File: src/rtl/fifo_upsizer.sv
// fifo_upsizer
// Drains WIDTH-bit words from a show-ahead FIFO and packs RATIO consecutive
// words into one RATIO*WIDTH-bit beat on a registered valid/ready stream.
// A flush closes a partial beat early, marking it with a word-keep mask and
// a last flag so packet tails are not held back.
//
// Ports:
//   clk_i        clock, all logic on the rising edge
//   rst_ni       synchronous active-low reset
//   fifo_data_i  FIFO head word, valid whenever fifo_empty_i=0
//   fifo_empty_i FIFO empty flag
//   fifo_rd_en_o pop of the FIFO head this cycle
//   flush_i      request to emit the accumulated partial beat
//   out_valid_o  output beat valid
//   out_ready_i  downstream accepts the beat
//   out_data_o   packed beat, word i at [i*WIDTH +: WIDTH], first word lowest
//   out_keep_o   bit i set when word i of the beat holds data
//   out_last_o   beat was closed by a flush
//   busy_o       words accumulated, beat pending, or flush pending
module fifo_upsizer #(
    parameter int WIDTH = 8,
    parameter int RATIO = 4
) (
    input  logic                     clk_i,
    input  logic                     rst_ni,
    input  logic [WIDTH-1:0]         fifo_data_i,
    input  logic                     fifo_empty_i,
    output logic                     fifo_rd_en_o,
    input  logic                     flush_i,
    output logic                     out_valid_o,
    input  logic                     out_ready_i,
    output logic [RATIO*WIDTH-1:0]   out_data_o,
    output logic [RATIO-1:0]         out_keep_o,
    output logic                     out_last_o,
    output logic                     busy_o
);

    localparam int CW = (RATIO > 1) ? $clog2(RATIO) : 1;
    localparam logic [CW-1:0] CNT_LAST = CW'(RATIO - 1);

    logic [CW-1:0]          cnt_reg;
    logic [RATIO*WIDTH-1:0] acc_reg;
    logic                   flush_pend_reg;
    logic                   out_valid_reg;
    logic [RATIO*WIDTH-1:0] out_data_reg;
    logic [RATIO-1:0]       out_keep_reg;
    logic                   out_last_reg;

    logic                   slot_free;
    logic                   flush_eff;
    logic                   cnt_full;
    logic                   take;
    logic                   close;
    logic [CW:0]            n_words;
    logic [RATIO*WIDTH-1:0] merged;
    logic [RATIO-1:0]       keep_next;

    assign slot_free = ~out_valid_reg | out_ready_i;
    assign flush_eff = flush_i | flush_pend_reg;
    assign cnt_full  = (cnt_reg == CNT_LAST);

    // Never pop a word that would join a beat unable to close: the last word
    // of a beat needs a free slot, and a flush waiting for the slot freezes
    // the accumulator so the flushed beat keeps its exact contents.
    // out_ready_i reaches this pop combinationally for full throughput.
    assign take = rst_ni & ~fifo_empty_i & (~cnt_full | slot_free)
                & ~(flush_eff & ~slot_free);

    // Flush-driven closes are gated by slot_free; a word-driven close on the
    // last word already implies it through take.
    assign close = slot_free & ((take & cnt_full)
                 | (flush_eff & ((cnt_reg != '0) | take)));

    assign n_words = {1'b0, cnt_reg} + (CW + 1)'(take);

    // Accumulator merged with the word popped this cycle. Slots at or above
    // cnt are still zero in acc_reg, so unused words of a beat come out zero.
    generate
        for (genvar gi = 0; gi < RATIO; gi++) begin : g_word
            assign merged[gi*WIDTH +: WIDTH] =
                (take && cnt_reg == CW'(gi)) ? fifo_data_i
                                             : acc_reg[gi*WIDTH +: WIDTH];
            assign keep_next[gi] = (n_words > (CW + 1)'(gi));
        end
    endgenerate

    always_ff @(posedge clk_i) begin
        if (!rst_ni) begin
            cnt_reg        <= '0;
            acc_reg        <= '0;
            flush_pend_reg <= 1'b0;
            out_valid_reg  <= 1'b0;
            out_data_reg   <= '0;
            out_keep_reg   <= '0;
            out_last_reg   <= 1'b0;
        end else begin
            // A flush either resolves now (close, or nothing to emit) or
            // must wait for the output slot.
            flush_pend_reg <= flush_eff & ~slot_free;
            if (close) begin
                out_valid_reg <= 1'b1;
                out_data_reg  <= merged;
                out_keep_reg  <= keep_next;
                out_last_reg  <= flush_eff;
                cnt_reg       <= '0;
                acc_reg       <= '0;
            end else begin
                if (take) begin
                    acc_reg <= merged;
                    cnt_reg <= cnt_reg + CW'(1);
                end
                if (out_ready_i) begin
                    out_valid_reg <= 1'b0;
                end
            end
        end
    end

    assign fifo_rd_en_o = take;
    assign out_valid_o  = out_valid_reg;
    assign out_data_o   = out_data_reg;
    assign out_keep_o   = out_keep_reg;
    assign out_last_o   = out_last_reg;
    assign busy_o       = (cnt_reg != '0) | out_valid_reg | flush_pend_reg;

endmodule

File: config.mk
export PLATFORM = sky130hd
export DESIGN_NAME = fifo_upsizer
export DESIGN_NICKNAME = d
export VERILOG_FILES = /design/src/rtl/fifo_upsizer.sv
export SDC_FILE = /design/constraint.sdc
export NUM_CORES = 1
export LEC_CHECK = 0
export BUFFER_PORTS_ARGS = -buffer_cell sky130_fd_sc_hd__buf_4
export CELL_PAD_IN_SITES_DETAIL_PLACEMENT = 1
export CELL_PAD_IN_SITES_GLOBAL_PLACEMENT = 2
export CORE_ASPECT_RATIO = 0.6
export CORE_MARGIN = 2
export CORE_UTILIZATION = 35
export DETAILED_ROUTE_END_ITERATION = 7
export PLACE_DENSITY = 0.82
export SYNTH_ARGS = -nofsm -noshare
export SYNTH_HDL_FRONTEND = slang
export SYNTH_SLANG_ARGS = --single-unit
File: constraint.sdc
create_clock -name clk_i -period 2.4 [get_ports clk_i]
set_input_delay 0.24 -clock clk_i [delete_from_list [all_inputs] [get_ports clk_i]]
set_output_delay 0.24 -clock clk_i [all_outputs]
set_load 0.02 [all_outputs]
==> results of run 1 <==
-- cell usage after synthesis (all sizes together), types with 2 or more instances --
library cell   n
buf           17
inv            5
nor3           3
dfxtp         73
ha             8
nor2          39
nand3          4
o21a           2
mux2i         33
o211a          3
o21ai          5
a21oi         38
nand2          3
clkbuf         5
a211oi        34
-- how the worst max path moves through the flow --
stage | endpoint | depth (start not counted)
6_report | out_keep_o[1] | 11
2_1_floorplan | out_keep_o[1] | 11
3_5_place_dp | out_keep_o[1] | 11
4_1_cts | out_keep_o[1] | 11
3_3_place_gp | out_keep_o[3] | 5
5_1_grt | out_keep_o[1] | 11
-- layer usage --
metal	vias to the layer above	part of all wire [%]	wire, um	GRT usage [%]
li1	1110	-	-	-
met5	-	0	0	0
met4	0	1.0	80	4.60
met1	1073	51	4070	24.6
met3	9	5.5	438	6.89
met2	52	42	3340	27.3
-- layout make-up --
class                           count  area [um^2]  share of cell area (%)
Clock buffer                       10          239                    6.30
Clock inverter                      6          105                    2.77
Inverter                            5         18.8                   0.495
Multi-Input combinational cell    182         1380                    36.4
Sequential cell                    73         1460                    38.5
Tap cell                          108          135                    3.56
Timing Repair Buffer               59          455                    12.0
-- through the flow --
step	std cells	cell area (um^2)	hold slack [ns]	setup WS, ns
final	443	3790	0.215	0.298
after global placement	426	3420	0.473	0.280
after CTS	442	3760	0.201	0.141
after global routing	443	3790	0.227	0.0427
after detailed placement	426	3420	0.485	0.185
after floorplan	281	2960	0.395	0.0917
-- power by group through the flow --
stage / clock [mW] / sequential, mW / combinational, mW
after floorplan: 0 / 1.39 / 0.227
after global placement: 0 / 1.33 / 0.442
after detailed placement: 0 / 1.33 / 0.450
after CTS: 1.57 / 1.31 / 0.451
after global routing: 1.63 / 1.32 / 0.493
final: 1.54 / 1.31 / 0.457
-- worst reg2reg max path, stage by stage (launching register included) --
cell,delay (ns)
dfxtp_1,0.44
ha_2,0.28
nor3_4,0.05
o21ai_1,0.17
inv_1,0.09
ha_1,0.22
inv_1,0.06
ha_1,0.26
o21ai_0,0.14
o21ai_0,0.09
nand3_1,0.09
a21oi_1,0.07
-- cells in the final DEF (no fill, tap or decap), types with 3 or more instances in the layout --
master     instances
clkinv_2           3
mux2i_1           33
bufinv_16          3
a211oi_1          22
inv_1              5
nor2_1            37
o211a_1            3
o21ai_0            4
a211oi_2          12
nand3_1            3
ha_1               7
dfxtp_1           73
a21oi_1           38
clkbuf_16          9
buf_4             58
nand2_1            3
-- cells by family after synthesis --
| family | Yosys count |
|---|---|
| flip-flops | 73 |
| AO/OA/AOI/OAI | 86 |
| AND/OR/NAND/NOR | 53 |
| adder cells (fa/ha/maj) | 8 |
| buffers and inverters | 27 |
| multiplexers | 33 |
| XOR/XNOR | 1 |
==> impl_results.md, run 1 <==
* Outcome: complete, no violations
* Worst-path clk slew at 0.06 ns
* Hold Path Cell Cnt at 3
* Die width at 123 um
* Die height at 75.2 um
* Area of the core at 0.00804 mm^2
* Antenna cells at 0
* Vias in the first global route at 2,213
* Synthesized-area fraction occupied by and/or/nand/nor cells at 8.28%
* Clock Power Share at 46.6%
* Main combinational cell family by area after synthesis: compound AO/OA/AOI/OAI gates
* First DRT Iteration DRCs at 77
* Mux cell area share after synthesis at 11.2%
* Hpwl dp at 4900 um
* Static Leak at 1.52 nW
* Initial antenna violation count at 0
* Worst skew pair latency at 0.34 ns
* Syn. warnings at 0
* Worst Tran Pin Value at 0.592 ns
* R2r worst-path depth at 11
* CP Data Arrival Time at 2.30 ns
* Filler instances at 866
* HP Class: in2reg
* Total Routing Usage GR at 18.1%
* Routability congestion estimate at 0.843
* Pre-antenna DRT Iters at 4
* Routed wire length per instance at 17.9 um
* Hold Startpoint: fifo_data_i[6]
* Hold Fails Final Rpt at 0
* # rows at 25
* Cell count after synthesis at 281
* Seq/Total Area, Yosys at 49.4%
* First-pass GRT wire length at 12,200 um
* R2r setup slk at 0.30 ns
* Post-cts gate resize count at 0
* Post-Route WL at 7930 um
* Clock Tree Root: clkbuf_16
* Syn avg cell area at 10.5 um^2
* Largest net degree at the start of global routing at 44
* Setup-failing EPs final at 0
* Post-synthesis xor/xnor area fraction at 0.296%
* H-tree levels at 3
* FFs w/ async S/R, synth at 0%
* Critical path, cell by cell: ha_2 -> nor3_4 -> o21ai_1 -> inv_1 -> ha_1 -> inv_1 -> ha_1 -> o21ai_0 -> o21ai_0 -> nand3_1 -> a21oi_1
* Switch share at 24.6%
* Post-synth EDFFs at 0
* Cell Area, Synth at 0.00296 mm^2
* Clock Sinks at 73
* Worst-case vdd ir drop at 0.372 mV
* Synthesis-to-finish area growth at 28.2%
* Post-Route Skew at 0.00502 ns
* Final min period at 2.10 ns
* Top Family by Delay on Critical Path: adder cells
* Synth top area cells: dfxtp_1 49%, mux2i_1 11%, a21oi_1 6.4%, a211oi_1 5.6%, a211oi_2 5.1%
* Layout net count at 351
* Worst EP required at 2.60 ns
* Crit path launch: cnt_reg[1]
* DRC viols at 0
* Max cap viols at 0
* Internal at 2.49 mW
* Fmax at 0.476 GHz
* PortBufs at 52
* Top FF cell, synth: dfxtp_1
* Initial Utilization at 36.8%
* Post-CTS setup buffer count at 0
* Hold Path Sink: acc_reg[6]
* Crit share post-route at 87.6%
* Num ports at 53
* Post-Synth Adder-Cell Area at 3.38%
* TritonCTS Buffers at 9
* Buf/Inv on CP at 2
* Fraction of layout instances using a drive strength above 1 at 29.3%
* Final Util at 47.2%
* Comb pwr share at 13.8%
* Synthesized Nets at 302
* Total grt overflow at 0
* ANT nets after route at 0
* Die area at 0.00923 mm^2
* CP max-delay cell: dfxtp_1
* Psw at 0.812 mW
* CTS tree: built
* RSZ-0062 raised after global routing: no
* Synthesized flop and latch total at 73
* Worst flop-to-flop path endpoint: out_keep_o[1]
* Slew headroom at 60.5%
* Vias at 2,244
* Largest area contributor in the netlist: dfxtp_1
* Clock Tree Buf Depth at 2
* Type of the worst setup path: reg2reg
* Hold buffers post-CTS at 0
* Complex-gate fraction of the synthesized area at 22.5%
* Crit path capture type: flop
* Share of power burned in registers at 39.6%
* Slowest stage delay, CP at 0.44 ns
* PD cells at 871 mW/mm^2
* Crit path max fanout at 6
* Synth unique cells at 31
* Setup crit start kind: flop
* DR vias/cell at 5.07
* Top-area cell type share of the netlist area at 49.4%
* Pwr Total at 3.31 mW
* RR Startpoint: cnt_reg[1]
* Max Slew Vio Count at 0
* Final setup TNS at 0 ns
No activity file was read; power rests on OpenSTA's default activity.
==> inputs of run 2 (changes only) <==
Settings changed: ABC_AREA set to 1, CORE_UTILIZATION 35 to 30, REMOVE_ABC_BUFFERS set to 1.
==> run 2 against run 1 <==
  * Design area up 3.8%
  * Combinational power up 5.0%
  * Largest power group unchanged
  * Largest cell class unchanged
  * Worst hold slack worse by 0.0046 ns
==> impl_results.md, run 2 <==
* Share of power burned in registers at 39.4%
* DRC viols at 0
* FFs w/ async S/R, synth at 0%
* Hold Fails Final Rpt at 0
* Final worst setup slack at 0.166 ns
* Crit path max fanout at 5
* Syn. warnings at 0
* CTS tree: built
* Post-CTS setup buffer count at 0
* Setup crit start kind: flop
* Largest net degree at the start of global routing at 49
* Most common cell after layout, fill and taps aside: nand2_1
* Clock Sinks at 73
* Initial Utilization at 30.9%
* Synth top area cells: dfxtp_1 48%, nand2_1 16%, nor2_1 14%, inv_1 4.9%, nand4_1 4.9%
* CP Data Arrival Time at 2.46 ns
* PortBufs at 52
* Synthesis-to-finish area growth at 29.1%
* Placed cell area at 0.00359 mm^2
* Largest area contributor in the netlist: dfxtp_1
* Worst skew pair latency at 0.33 ns
* Count leader, synth: nand2_1
* Top FF cell, synth: dfxtp_1
* Internal at 2.50 mW
* DR vias/cell at 4.42
* Switch share at 25.1%
* Fmax at 0.448 GHz
* Clock Power Share at 46.2%
* Clock Tree Buf Depth at 2
* Vias in the first global route at 2,855
* Final min period at 2.23 ns
* Top Family by Delay on Critical Path: adder cells
* Final Util at 39.9%
* Syn avg cell area at 6.89 um^2
* H-tree levels at 3
* Worst EP required at 2.62 ns
* Hold Worst Slack at 0.211 ns
* Total grt overflow at 0
* # placed instances at 616
* Initial antenna violation count at 0
* Top-area cell type share of the netlist area at 47.9%
* Die width at 134 um
* ANT nets after route at 0
* Worst-case vdd ir drop at 0.394 mV
* RSZ-0062 raised after global routing: no
* Psw at 0.839 mW
* Worst Tran Pin Value at 0.386 ns
* Vias at 2,792
* Cell mode on critical path: nand2_1
* Pwr Total at 3.34 mW
* Routed wire length per instance at 13.4 um
* Max cap viols at 0
* Critical path, cell by cell: ha_1 -> inv_1 -> nand2_1 -> nand2_2 -> nand2_1 -> inv_2 -> ha_2 -> inv_1 -> ha_1 -> nand2_2 -> mux2_2 -> nand2_1 -> a21oi_1
* Max Slew Vio Count at 0
* Num ports at 53
* TritonCTS Buffers at 9
* Comb pwr share at 14.3%
* Die area at 0.0110 mm^2
* Slew headroom at 74.2%
* Layout net count at 513
* Static Leak at 1.85 nW
* Finished Cell Area at 0.00394 mm^2
* Synthesized flop and latch total at 73
* Place WS at 0.104 ns
* Outcome: complete, no violations
* # rows at 28
* Setup-failing EPs final at 0
* Fraction of layout instances using a drive strength above 1 at 16.9%
* Die height at 82.1 um
* Area of the core at 0.00988 mm^2
* Routability congestion estimate at 0.754
* Crit path capture type: flop
* Synth unique cells at 19
* Final std cells w/o fill at 632
* Buf/Inv on CP at 3
* Synth top cells by count: 132 x nand2_1, 114 x nor2_1, 73 x dfxtp_1
* Antenna cells at 0
* Crit share post-route at 93.1%
* Cell Area, Synth at 0.00305 mm^2
* First DRT Iteration DRCs at 112
* Most frequent cells in the layout: 131 x nand2_1, 114 x nor2_1, 72 x dfxtp_1, 60 x buf_4, 39 x inv_1
* Type of the worst setup path: reg2reg
* Pre-antenna DRT Iters at 4
* Post-Route WL at 8470 um
* CP max-delay cell: dfxtp_1
* Worst-path clk slew at 0.06 ns
* Seq/Total Area, Yosys at 47.9%
* Total Routing Usage GR at 16.8%
* First-pass GRT wire length at 14,200 um
* Post-synth EDFFs at 0
* Hpwl dp at 5970 um
* Cell count after synthesis at 443
* Final setup TNS at 0 ns
* Clock Tree Root: clkbuf_16
* HP Class: in2reg
* Slowest stage delay, CP at 0.35 ns
* Post-Route Skew at 0.00475 ns
* PD cells at 848 mW/mm^2
-- run 2: cell count changes in the layout (fill, tap and decap cells not counted), moves of 12 or more --
cell      previous run  this run
inv_1                5        39
a211oi_1            22         0
nor2_1              37       114
a211oi_2            12         0
nand4_1              0        24
nand2_1              3       131
mux2i_1             33         0
a21oi_1             38        15
-- run 2: worst reg2reg max path: cells and delay by family, from the launching register on --
family                   cells  cell delay [ns]
AND/OR/NAND/NOR              5             0.41
multiplexers                 1             0.33
AO/OA/AOI/OAI                1             0.07
buffers and inverters        3             0.21
adder cells (fa/ha/maj)      3             0.75
flip-flops                   1             0.35
-- run 2: what timing repair did --
| item | 4_1_cts | 5_1_grt |
|---|---|---|
| hold buffers | 0 | 0 |
| gates resized for setup | 0 | 4 |
| endpoints found under the setup margin | 0 | 2 |
-- run 2: cells by family (layout without fill, tap and decap cells) --
| logic type | count (synthesis) | after routing | share of synthesized area, % |
|---|---|---|---|
| compound gates | 19 | 19 | 3.24 |
| simple gates | 278 | 278 | 36.6 |
| fa+ha+maj | 8 | 8 | 3.28 |
| mux | 1 | 1 | 0.369 |
| buf+inv | 64 | 118 | 8.69 |
| flops | 73 | 73 | 47.9 |
-- run 2: path summary, 6_finish.rpt --
check | from | endpoint | slack (ns) | depth (start not counted)
worst min-delay path | rst_ni | out_keep_o[2] | 0.21 | 3
worst min register to register | out_keep_o[2] | out_keep_o[2] | 0.47 | 2
worst max register to register | cnt_reg[0] | out_keep_o[3] | 0.17 | 13
worst max-delay path | cnt_reg[0] | out_keep_o[3] | 0.17 | 13
-- run 2: metal layers --
layer	GRT usage, %	part of all wire [%]
met1	21.6	51
met2	27.9	45
met3	4.58	3.5
met4	5.37	1.2
met5	0	0
-- run 2: area by class of cell --
type | instances | area, um^2
fill | 1254 | 5940
sequential | 73 | 1460
multi-input combinational | 306 | 1340
timing repair buffer | 61 | 470
clock buffer | 11 | 243
tap | 135 | 169
inverter | 41 | 154
clock inverter | 5 | 103
-- run 2: power groups by stage --
stage | Sequential [mW] | Combinational (mW) | Clock [mW]
after global placement | 1.34 | 0.473 | 0
final | 1.32 | 0.480 | 1.55
after detailed placement | 1.34 | 0.485 | 0
after floorplan | 1.40 | 0.220 | 0
after CTS | 1.32 | 0.487 | 1.60
after global routing | 1.33 | 0.540 | 1.64
==> inputs of run 3 (changes only) <==
Settings changed: CORE_UTILIZATION 30 to 32, PLACE_DENSITY 0.82 to 0.86.
Clock period 2.4 ns to 2.7 ns, I/O delays scaled along.
==> run 3 against run 2 <==
  * Register-to-register slack improved by 0.27 ns
  * Non-clock buffer count decreased by 2
  * Global-route usage increased by 0.34 points
  * Largest cell class unchanged
==> impl_results.md, run 3 (synthesis gave the netlist of run 2 again) <==
* Initial Utilization at 33.1%
* Layout net count at 511
* Crit path max fanout at 5
* H-tree levels at 3
* Hpwl dp at 5600 um
* Die width at 130 um
* Critical path, cell by cell: ha_1 -> inv_1 -> nand2_1 -> nand2_2 -> nand2_1 -> inv_1 -> ha_1 -> inv_1 -> ha_1 -> nand2_1 -> mux2_2 -> nand2_1 -> a21oi_1
* Most common cell after layout, fill and taps aside: nand2_1
* PD cells at 710 mW/mm^2
* Hold Fails Final Rpt at 0
* Crit share post-route at 84.0%
* Switch share at 26.6%
* Final setup TNS at 0 ns
* Routed wire length per instance at 12.8 um
* Hold buffers post-CTS at 0
* Max cap viols at 0
* Fraction of layout instances using a drive strength above 1 at 15.4%
* Total Routing Usage GR at 17.2%
* Crit path capture type: flop
* Worst EP required at 2.92 ns
* Clock Tree Root: clkbuf_16
* Psw at 0.723 mW
* Vias in the first global route at 2,808
* Max Slew Vio Count at 0
* Fmax at 0.441 GHz
* Filler instances at 1,170
* Slowest stage delay, CP at 0.35 ns
* Static Leak at 1.82 nW
* RSZ-0062 raised after global routing: no
* Setup crit start kind: flop
* Area of the core at 0.00922 mm^2
* Share of power burned in registers at 43.0%
* Vias at 2,791
* Most frequent cells in the layout: 132 x nand2_1, 114 x nor2_1, 73 x dfxtp_1, 59 x buf_4, 40 x inv_1
* Final min period at 2.27 ns
* Clock Tree Buf Depth at 2
* Synthesis-to-finish area growth at 25.5%
* Die height at 79.7 um
* Type of the worst setup path: reg2reg
* Setup-failing EPs final at 0
* PortBufs at 52
* First DRT Iteration DRCs at 158
* Outcome: complete, no violations
* Crit path launch: cnt_reg[0]
* HP Class: in2reg
* Comb pwr share at 15.2%
* Buf/Inv on CP at 3
* Total grt overflow at 0
* Initial antenna violation count at 0
* # rows at 27
* First-pass GRT wire length at 13,700 um
* Clock Power Share at 41.8%
* Num ports at 53
* RR Startpoint: cnt_reg[0]
* Routability congestion estimate at 0.741
* Top Family by Delay on Critical Path: adder cells
* CP max-delay cell: dfxtp_1
* Slew headroom at 61.7%
* DRC viols at 0
* Post-cts gate resize count at 0
* Post-CTS setup buffer count at 0
* Worst Tran Pin Value at 0.572 ns
* Internal at 2.00 mW
* Hold Startpoint: rst_ni
* TritonCTS Buffers at 9
* Largest net degree at the start of global routing at 44
* Pwr Total at 2.72 mW
* Clock Sinks at 73
* Cell mode on critical path: nand2_1
* Worst skew pair latency at 0.34 ns
* Post-Route Skew at 0.00591 ns
* ANT nets after route at 0
* Die area at 0.0104 mm^2
* Pre-antenna DRT Iters at 4
* Worst-case vdd ir drop at 0.268 mV
* CP Data Arrival Time at 2.49 ns
* DR vias/cell at 4.47
* Antenna cells at 0
* CTS tree: built
* Worst-path clk slew at 0.05 ns
* Post-Route WL at 8020 um
[run 3: path summary, 6_finish.rpt]
kind | to | slack, ns | depth (start not counted)
worst max-delay path | out_keep_o[3] | 0.43 | 13
worst min-delay path | out_keep_o[2] | 0.23 | 3
worst max register to register | out_keep_o[3] | 0.43 | 13
worst min register to register | out_keep_o[2] | 0.47 | 2
[run 3: routing by layer]
layer / global-route usage (%) / vias up / wire, um
met5: 0 / - / 0
met3: 5.90 / 9 / 299
met1: 22.1 / 1299 / 4110
met4: 4.19 / 0 / 75
li1: - / 1446 / -
met2: 27.6 / 37 / 3530
[run 3: layout make-up]
type                    count  area, um^2  share of cell area (%)
multi-input cells         306        1330                    34.8
clock buffers              11         233                    6.07
inverters                  41         154                    4.02
clock inverters             4        45.0                    1.18
flip-flops and latches     73        1460                    38.1
repair buffers             59         443                    11.6
well taps                 130         163                    4.24
[run 3: power by group through the flow]
stage / logic [mW] / registers (mW) / clock network (mW)
finish: 0.414 / 1.17 / 1.14
global route: 0.471 / 1.18 / 1.22
CTS: 0.423 / 1.17 / 1.18
detailed placement: 0.421 / 1.19 / 0
global placement: 0.411 / 1.19 / 0
floorplan: 0.195 / 1.25 / 0
[run 3: worst register-to-register path, stage by stage, from the launching register on]
cell	delay [ns]
dfxtp_1	0.35
ha_1	0.23
inv_1	0.05
nand2_1	0.07
nand2_2	0.08
nand2_1	0.09
inv_1	0.13
ha_1	0.23
inv_1	0.06
ha_1	0.31
nand2_1	0.11
mux2_2	0.33
nand2_1	0.06
a21oi_1	0.06
[run 3: metrics by stage]
| stage | area, um^2 | setup slack [ns] | utilization [%] | cells | hold slack [ns] |
|---|---|---|---|---|---|
| after floorplan | 2940 | -0.716 | - | 420 | 0.390 |
| after global placement | 3550 | 0.581 | 38.5 | 609 | 0.460 |
| after detailed placement | 3550 | 0.438 | 38.5 | 609 | 0.464 |
| after CTS | 3830 | 0.420 | 41.6 | 624 | 0.221 |
| after global routing | 3830 | 0.207 | 41.6 | 624 | 0.245 |
| final | 3830 | 0.431 | 41.6 | 624 | 0.228 |
